## src/rtl/fifo_pkg.sv

```systemverilog
// Shared types and defaults for the FIFO read-side consumer.
package fifo_pkg;
  localparam int DEF_DW     = 8;
  localparam int DEF_CW     = 16;
  localparam int SKID_DEPTH = 2;

  // Skid-buffer occupancy, legal values 0..SKID_DEPTH.
  typedef logic [1:0] occ_t;

  function automatic logic occ_full(input occ_t o);
    return o == occ_t'(SKID_DEPTH);
  endfunction
endpackage

```

## src/rtl/fifo_rd_skid.sv

```systemverilog
// Two-entry skid buffer: head is the oldest word, tail the younger one.
module fifo_rd_skid
  import fifo_pkg::*;
#(
  parameter int DW = DEF_DW
) (
  input  logic          clk,
  input  logic          rst,
  input  logic          push,
  input  logic [DW-1:0] wdata,
  input  logic          pop,
  output logic [DW-1:0] head,
  output occ_t          occ
);

  logic [DW-1:0] tail;

  always_ff @(posedge clk or negedge rst) begin
    if (!rst) begin
      occ  <= '0;
      head <= '0;
      tail <= '0;
    end else begin
      case ({push, pop})
        2'b10: begin
          if (occ == '0) head <= wdata;
          else           tail <= wdata;
          occ <= occ + 2'd1;
        end
        2'b01: begin
          head <= tail;
          occ  <= occ - 2'd1;
        end
        2'b11: begin
          // Occupancy unchanged; the incoming word queues behind any survivor.
          if (occ_full(occ)) begin
            head <= tail;
            tail <= wdata;
          end else begin
            head <= wdata;
          end
        end
        default: ;
      endcase
    end
  end

  no_overflow: assert property (@(posedge clk) disable iff (!rst)
    !(push && !pop && occ_full(occ)));
  no_underflow: assert property (@(posedge clk) disable iff (!rst)
    !(pop && occ == '0));

endmodule

```

## src/rtl/fifo_reader.sv

```systemverilog
// FIFO read-side consumer: pops a synchronous FIFO and presents a valid/ready stream.
// Optional pop counter on rd_count when FIFO_RD_CNT_EN is defined.
module fifo_reader
  import fifo_pkg::*;
#(
  parameter int DW = DEF_DW,
  parameter int CW = DEF_CW
) (
  input  logic          clk,
  input  logic          rst,
  input  logic          enable,
  input  logic          empty,
  input  logic [DW-1:0] rdata,
  output logic          rd_en,
  output logic          out_valid,
  output logic [DW-1:0] out_data,
  input  logic          out_ready,
`ifdef FIFO_RD_CNT_EN
  output logic [CW-1:0] rd_count,
`endif
  output occ_t          occ
);

  // Stream handshake: a word transfers on every rising edge where
  // out_valid && out_ready; out_valid/out_data hold until that transfer.
  logic       inflight;
  logic       pop;
  logic [1:0] pending;

  assign pop       = out_valid && out_ready;
  assign out_valid = (occ != '0);
  assign pending   = occ + {1'b0, inflight};

  // out_ready reaches rd_en combinationally so a full pipe can refill on the
  // same edge it drains, giving one word per cycle.
  assign rd_en = rst && enable && !empty &&
                 ((pending < 2'd2) || (pending == 2'd2 && pop));

  always_ff @(posedge clk or negedge rst) begin
    if (!rst) inflight <= 1'b0;
    else      inflight <= rd_en;
  end

  fifo_rd_skid #(.DW(DW)) u_skid (
    .clk   (clk),
    .rst   (rst),
    .push  (inflight),
    .wdata (rdata),
    .pop   (pop),
    .head  (out_data),
    .occ   (occ)
  );

`ifdef FIFO_RD_CNT_EN
  always_ff @(posedge clk or negedge rst) begin
    if (!rst)     rd_count <= '0;
    else if (pop) rd_count <= rd_count + CW'(1);
  end
`endif

  cw_legal: assert property (@(posedge clk) CW >= 1);

endmodule
```

## config.mk

```make
export PLATFORM = sky130hd
export DESIGN_NAME = fifo_reader
export DESIGN_NICKNAME = d
export VERILOG_FILES = /design/src/rtl/fifo_pkg.sv /design/src/rtl/fifo_rd_skid.sv /design/src/rtl/fifo_reader.sv
export SDC_FILE = /design/constraint.sdc
export NUM_CORES = 1
export LEC_CHECK = 0
export CAP_MARGIN = 10
export CORE_UTILIZATION = 45
export DETAILED_ROUTE_END_ITERATION = 8
export GPL_TIMING_DRIVEN = 0
export PLACE_DENSITY = 0.73
export RECOVER_POWER = 50
export SLEW_MARGIN = 20
export SYNTH_ARGS = -nofsm -noshare
export SYNTH_HDL_FRONTEND = slang
export SYNTH_SLANG_ARGS = --single-unit
```

## constraint.sdc

```tcl
create_clock -name clk -period 6 [get_ports clk]
set_clock_uncertainty 0.1 [all_clocks]
set_input_delay 0.6 -clock clk [delete_from_list [all_inputs] [get_ports clk]]
set_output_delay 0.6 -clock clk [all_outputs]
set_load 0.03 [all_outputs]
```

After elaboration in Yosys (flattened, before gate mapping)

Index checks and enable logic that the tools add are counted.

Bits in registers: 19
Input port bits: 13
Output and inout bits: 12
Logic and storage cells: 37

Add/subtract/negate cells: 3
$lt $le $gt $ge: 1
Eq/ne operators: 8
Mux-type cells: 7
Reductions and logical operators: 14

Operators by type and width:

| cell                | number |
|---|---|
| $mux 8              | 4 |
| $pmux 8 s3          | 1 |
| $pmux 8 s2          | 1 |
| $eq 2x2->1 const B  | 4 |
| $reduce_bool 2->1   | 3 |
| $logic_and 1x1->1   | 5 |
| $ne 2x1->1 const B  | 2 |
| $pmux 2 s2          | 1 |
| $reduce_and 3->1    | 1 |
| $reduce_bool 3->1   | 1 |
| $add 2x1->2         | 1 |
| $add 2x1->2 const B | 1 |
| $eq 2x1->1 const B  | 1 |
| $logic_not 2->1     | 1 |
| $lt 2x2->1 const B  | 1 |
| $ne 2x2->1 const B  | 1 |
| $reduce_and 2->1    | 1 |
| $sub 2x1->2 const B | 1 |
| $logic_not 1->1     | 1 |
| $logic_or 1x1->1    | 1 |

Longest topological paths before layout

Gate-level depths: netlist of the first run.

Depth after elaboration: 5
Depth in mapped cells: 9

By module

Synthesis of the first run repeated with hierarchy kept, for this count alone.

Cells, all modules: 91
Area total of the unflattened synthesis: 975.9 um^2

By module, submodules not included:

| module       | times used | cells each | area each (um^2) |
|---|---|---|---|
| fifo_rd_skid | 1          | 82         | 893.4 |
| fifo_reader  | 1          | 9          | 82.6 |

Worst setup path after synthesis of the first run

Ideal clock, no wire load.

Kind: register -> output
Start: reg u_skid.occ[0]
End: out rd_en
Data arrival time: 2.573 ns
Setup slack: 2.727 ns
Cell stages (with the launch flop): 5
Cell sequence: dfrtp_1 > ha_1 > xnor2_1 > a21oi_1 > a2111oi_0

Cells in the longest elaborated chain, start to end: 5
Elaborated cells on any way between the ends: 8
Those cells by class: 1 x add/sub; 1 x order compare; 1 x eq/ne; 5 x reduce/logical

RTL lines:

| item                                                    | RTL line                             | source |
|---|---|---|
| start: declaration                                      | fifo_rd_skid.sv:13                   | `output occ_t occ` |
| start signal: assignment                                | fifo_rd_skid.sv:28                   | `occ <= occ + 2'd1;` |
| start signal: assignment                                | fifo_rd_skid.sv:32                   | `occ <= occ - 2'd1;` |
| $add 2x1->2 / $reduce_bool 2->1 (equally long branches) | fifo_reader.sv:32, fifo_reader.sv:31 |  |
| $eq 2x2->1 / $logic_and 1x1->1 (equally long branches)  | fifo_reader.sv:37, fifo_reader.sv:30 |  |
| $logic_and 1x1->1                                       | fifo_reader.sv:37                    | `((pending < 2'd2) \|\| (pending == 2'd2 && pop));` |
| $logic_or 1x1->1 (*)                                    | fifo_reader.sv:37                    |  |
| $logic_and 1x1->1 (*)                                   | fifo_reader.sv:36                    | `assign rd_en = rst && enable && !empty &&` |
| end: declaration                                        | fifo_reader.sv:14                    | `output logic rd_en,` |

Every way passes the cells marked *; elsewhere a longest branch is shown, timed or not.

Worst setup path after layout of the first run

Start: in rst
End: out rd_en

Cells in the longest elaborated chain, start to end: 3

RTL lines:

| item                           | RTL line          | source |
|---|---|---|
| start: declaration             | fifo_reader.sv:10 | `input logic rst,` |
| $logic_and 1x1->1 (3 in a row) | fifo_reader.sv:36 |  |

No other way between the ends.

==> metrics.cfg, run 1 <==
[synth]
avgSynthCellArea_um2=10.8
ys_seq_area_share_pct=48.6
synth.distinct_cells=27
ys_seq_elements=19
synth_cells=91
synth_nets=108
synth.largest_area_cell=dfrtp_1
ys_top_cells_by_area=dfrtp_1, mux2_2, a31oi_1, ha_1, nand3_1
async_flop_share_pct=100
synth_edf_count=0
yosysWarningCount=0
ys.flop_type=dfrtp_1
netlist_area_um2=978
synth_top_cell_area_share_pct=48.6

[sta]
setup_ws_ps=2010
drv_slew=0
max_freq_mhz=251
hold_violations=0
slew_headroom_pct=42.3
fin_setup_tns_ps=0
fin_crit_sh_pct=66.4
period_needed_ps=3990
setup_viol=0
grt_setup_unrepaired=false
worstMarginPinSlew_ps=863

[grt]
grt_max_degree=21
grt_pass1_wl_mm=3.47
grt_overflow=0
antenna_found_initial=0
grt_usage_pct=19.8
grt_pass1_vias=731

[clocking]
cts_hold_buf=0
post_cts_buffers=0
clockBufferDepth=2
tritoncts=built
clock_sinks=19
cts-root-buf=clkbuf_4
insertion_delay_ps=310
htreeDepth=1
cts_inserted_buffers=3
cts.repair.resized=0
clk_pin_slew_ps=110

[placement]
placedCellCount=142
gp_congestion=0.769
portBuffers=24
post-dp-hpwl_mm=1.59
dp_worst_setup_slack_ps=1990

[pwr]
irDropWorstVdd_uv=234
power_density_mw_per_mm2=508
leakage_nw=0.520

[worst_setup_path]
crit_buf_inv=2
cp_data_required_time_ps=5300
cp_cell_sequence=dlygate4sd3_1, nand2_1, a2111oi_0, clkdlybuf4s50_1
critPathSlowestCell=dlygate4sd3_1
crit_path_end_kind=output pin
critical_path_class=in -> out
cp_max_fo=20
start_kind=input port
critPathMaxStageDelay_ps=1100
cp_top_family=buffers and inverters
worstPathArrival_ps=3290

[route]
drc=0
vias=797
drt_iter0_markers=26
wl_per_cell_um=14.2
drt-pass1-iter-count=4
ant_nets=0
routed_wl_mm=2.08
vias_per_cell=5.46

[final_layout]
syn2layout_area_growth_pct=30.7
final_common_cell=dfrtp_1
nNetsFinal=137
fill_cells=175
mostFrequentLayoutCells=dfrtp_1, clkdlybuf4s50_1
antenna_cells=0
drive_gt1_share_pct=15.1
final_cells=146

[floorplanning]
die_area_mm2=0.00236
die_x_um=48.6
ios=25
num_rows=16
die_h_um=48.6
start_util_pct=48.9
core_area_mm2=0.00200

[job]
cap_violations=0

[status]
outcome=complete, no violations

[worst_hold_path]
hold_class=reg -> reg

-- state kept, by name, summed over array words and instances, names as in the netlist --
name         count
inflight         1
u_skid.head      8
u_skid.occ       2
u_skid.tail      8
-- metal layers --
metal / routed length (um) / GRT usage, %
met1: 945 / 27.3
met2: 986 / 29.4
met3: 98 / 3.14
met4: 47 / 11.3
met5: 0 / 0
-- synthesized netlist by cell type, drive strengths merged, types with 3 or more instances --
cell   count
xnor2      3
nor3       8
o21ai      8
buf        6
a31oi      8
inv        4
mux2       8
nor2       3
nand3      8
dfrtp     19
ha         4
-- worst reg2reg max path, stage by stage, from the launching register on --
cell,delay (ps)
dfrtp_1,400
buf_6,170
o21a_1,140
clkbuf_1,380
ha_1,370
nor2_1,110
a211oi_4,400
mux2_2,390
-- path summary, 6_finish.rpt --
check                           slack, ps              to  depth (start not counted)            from
worst max-delay path                 2010           rd_en                          4             rst
worst min-delay path                  420  u_skid.tail[0]                          1  u_skid.tail[0]
worst max register to register       3440  u_skid.tail[1]                          7   u_skid.occ[0]
worst min register to register        420  u_skid.tail[0]                          1  u_skid.tail[0]
max in group asynchronous            4530  u_skid.head[1]                          1             rst
min in group asynchronous             740  u_skid.tail[3]                          1             rst
-- where the power goes --
group / internal (mW) / switching, mW
sequential: 0.191 / 0.0328
combinational: 0.159 / 0.200
clock: 0.0249 / 0.0420
total: 0.375 / 0.274
-- cells by family after synthesis --
logic type               share of synthesized area (%)
adder cells (fa/ha/maj)                           5.12
XOR/XNOR                                          3.58
multiplexers                                      9.21
buffers and inverters                             5.88
AND/OR/NAND/NOR                                   14.2
flip-flops                                        48.6
AO/OA/AOI/OAI                                     13.4
-- stage by stage --
step                total power, mW  area [um^2]  hold WS, ps  util (%)
finish                        0.649         1280          416      63.9
CTS                           0.660         1280          420      63.9
floorplan                     0.467          978          204         -
detailed placement            0.594         1250          393      62.6
global placement              0.582         1250          382      62.6
global route                  0.693         1280          431      63.9
-- layout make-up --
| cell class | count | area, um^2 | area share, % |
|---|---|---|---|
| timing repair buffer | 24 | 240 | 18.8 |
| buffer | 7 | 41.3 | 3.23 |
| multi-input combinational | 61 | 445 | 34.8 |
| tap | 27 | 33.8 | 2.64 |
| inverter | 4 | 15.0 | 1.17 |
| sequential | 19 | 475 | 37.2 |
| clock inverter | 1 | 5.00 | 0.391 |
| clock buffer | 3 | 22.5 | 1.76 |
(Power assumes the default switching activity.)
==> run 2: changes to the inputs <==
==> constraint.sdc (replaced) <==
create_clock -name clk -period 3.7 [get_ports clk]
set_clock_uncertainty 0.1 [all_clocks]
set_input_delay 0.37 -clock clk [delete_from_list [all_inputs] [get_ports clk]]
set_output_delay 0.37 -clock clk [all_outputs]
set_load 0.03 [all_outputs]
==> run 2 against run 1 <==
Against the previous run: combinational power rose by 62%; largest cell class unchanged; highest routed layer unchanged; final area fell by 0.49%; critical path type unchanged; sequential share of layout area rose by 0.18 points.
==> metrics.cfg, run 2 (synthesis results as in run 1) <==
[status]
outcome=complete, no violations

[grt]
grt_usage_pct=19.8  ; unchanged
grt_overflow=0  ; unchanged
grt_pass1_wl_mm=3.47  ; unchanged
antenna_found_initial=0  ; unchanged
grt_pass1_vias=731  ; unchanged
grt_max_degree=21  ; unchanged

[worst_setup_path]
r2r-end=u_skid.tail[1]
cp_max_fo=20  ; unchanged
start_kind=input port
r2r_start=u_skid.occ[0]
crit_path_end_kind=output pin
rr_worst_depth=7  ; unchanged
r2r_slack_ps=1130  ; -2310 ps
critical_path_class=in -> out
cp-endpoint=rd_en
crit_start=rst
cp_data_required_time_ps=3230  ; -2070 ps
worstPathArrival_ps=2720  ; -570 ps

[final_layout]
final_common_cell=dfrtp_1
drive_gt1_share_pct=15.1  ; unchanged
nNetsFinal=137  ; unchanged
mostFrequentLayoutCells=dfrtp_1, clkdlybuf4s50_1
antenna_cells=0  ; unchanged
syn2layout_area_growth_pct=30.1
fin_area_mm2=0.00127  ; -0.49%
fin_util_pct=63.6  ; -0.31 points
reg_top3=u_skid.head (8), u_skid.tail (8), u_skid.occ (2)

[clocking]
clock_sinks=19  ; unchanged
cts_inserted_buffers=3  ; unchanged
clk_pin_slew_ps=110  ; about the same
clockBufferDepth=2  ; unchanged
post_cts_buffers=0  ; unchanged
tritoncts=built
htreeDepth=1  ; unchanged
insertion_delay_ps=310  ; about the same
cts-root-buf=clkbuf_4

[sta]
fin_crit_sh_pct=86.2
hold_violations=0  ; unchanged
grt_setup_unrepaired=false
max_freq_mhz=314
worstMarginPinSlew_ps=1030  ; +170 ps
hold_ws_ps=105  ; -311 ps
setup_viol=0  ; unchanged
drv_slew=0  ; unchanged
period_needed_ps=3190
slew_headroom_pct=31.2  ; -11 points
fin_setup_tns_ps=0  ; unchanged

[pwr]
leakage_nw=0.517  ; -0.58%
irDropWorstVdd_uv=381  ; +62%
finalPower_mw=1.05  ; +62%
power_density_mw_per_mm2=827  ; +63%

[floorplanning]
die_area_mm2=0.00236  ; unchanged
start_util_pct=48.9  ; unchanged
die_h_um=48.6  ; unchanged
num_rows=16  ; unchanged
core_area_mm2=0.00200  ; unchanged
ios=25  ; unchanged
die_x_um=48.6  ; unchanged

[route]
drt_iter0_markers=26  ; unchanged
wl_per_cell_um=14.3  ; +0.24%
drt-pass1-iter-count=4  ; unchanged
vias=789  ; -1.0%
routed_wl_mm=2.08  ; +0.24%
drc=0  ; unchanged
ant_nets=0  ; unchanged
vias_per_cell=5.40  ; -1.0%

[placement]
place_area_mm2=0.00125  ; unchanged
post-dp-hpwl_mm=1.59  ; unchanged
portBuffers=24  ; unchanged
gp_congestion=0.769  ; unchanged

[job]
cap_violations=0  ; unchanged

[worst_hold_path]
hold_class=in -> async

-- run 2: changes by cell type in the layout (fill, tap and decap cells not counted) --
cell           change
clkbuf_1           +1
dlygate4sd3_1      -1
-- run 2: through the flow --
step	std cells	worst slack, ps
finish	146	512
detailed placement	142	149
global route	146	190
global placement	142	388
CTS	146	138
floorplan	91	657
-- run 2: repair_timing --
action | in CTS | in global routing
setup endpoints to repair | 0 | 1
resized for setup | 0 | 1
hold buffers | 0 | 0
-- run 2: how the worst min path moves through the flow --
stage | from | to | slack [ps] | cells past startpoint
global route | rst | u_skid.tail[3] | 210 | 1
finish | rst | u_skid.tail[3] | 100 | 1
CTS | u_skid.tail[5] | u_skid.tail[5] | 420 | 1
detailed placement | u_skid.tail[4] | u_skid.tail[4] | 390 | 1
floorplan | rst | inflight | -30 | 0
global placement | u_skid.tail[5] | u_skid.tail[5] | 380 | 1
-- run 2: layout make-up --
cell class | instances | area (um^2)
Multi-Input combinational cell | 61 | 445
Tap cell | 27 | 33.8
Timing Repair Buffer | 24 | 234
Buffer | 7 | 41.3
Clock buffer | 3 | 22.5
Inverter | 4 | 15.0
Sequential cell | 19 | 475
Fill cell | 177 | 729
Clock inverter | 1 | 5.00
-- run 2: worst max-delay path, stage by stage --
cell and delay [ps]:
clkbuf_1 750, nand2_1 150, a2111oi_0 650, clkdlybuf4s50_1 800
-- run 2: routing by layer --
layer  track usage [%]  wire length, um  vias to the layer above
met2              29.4              984                       25
met4              11.3               47                        0
met5                 0                0                        -
met1              27.3              978                      380
li1                  -                -                      379
met3              3.14               72                        5
-- run 2: power by group --
group | switching (mW) | internal, mW
clock network | 0.0673 | 0.0404
logic | 0.324 | 0.258
registers | 0.0533 | 0.309
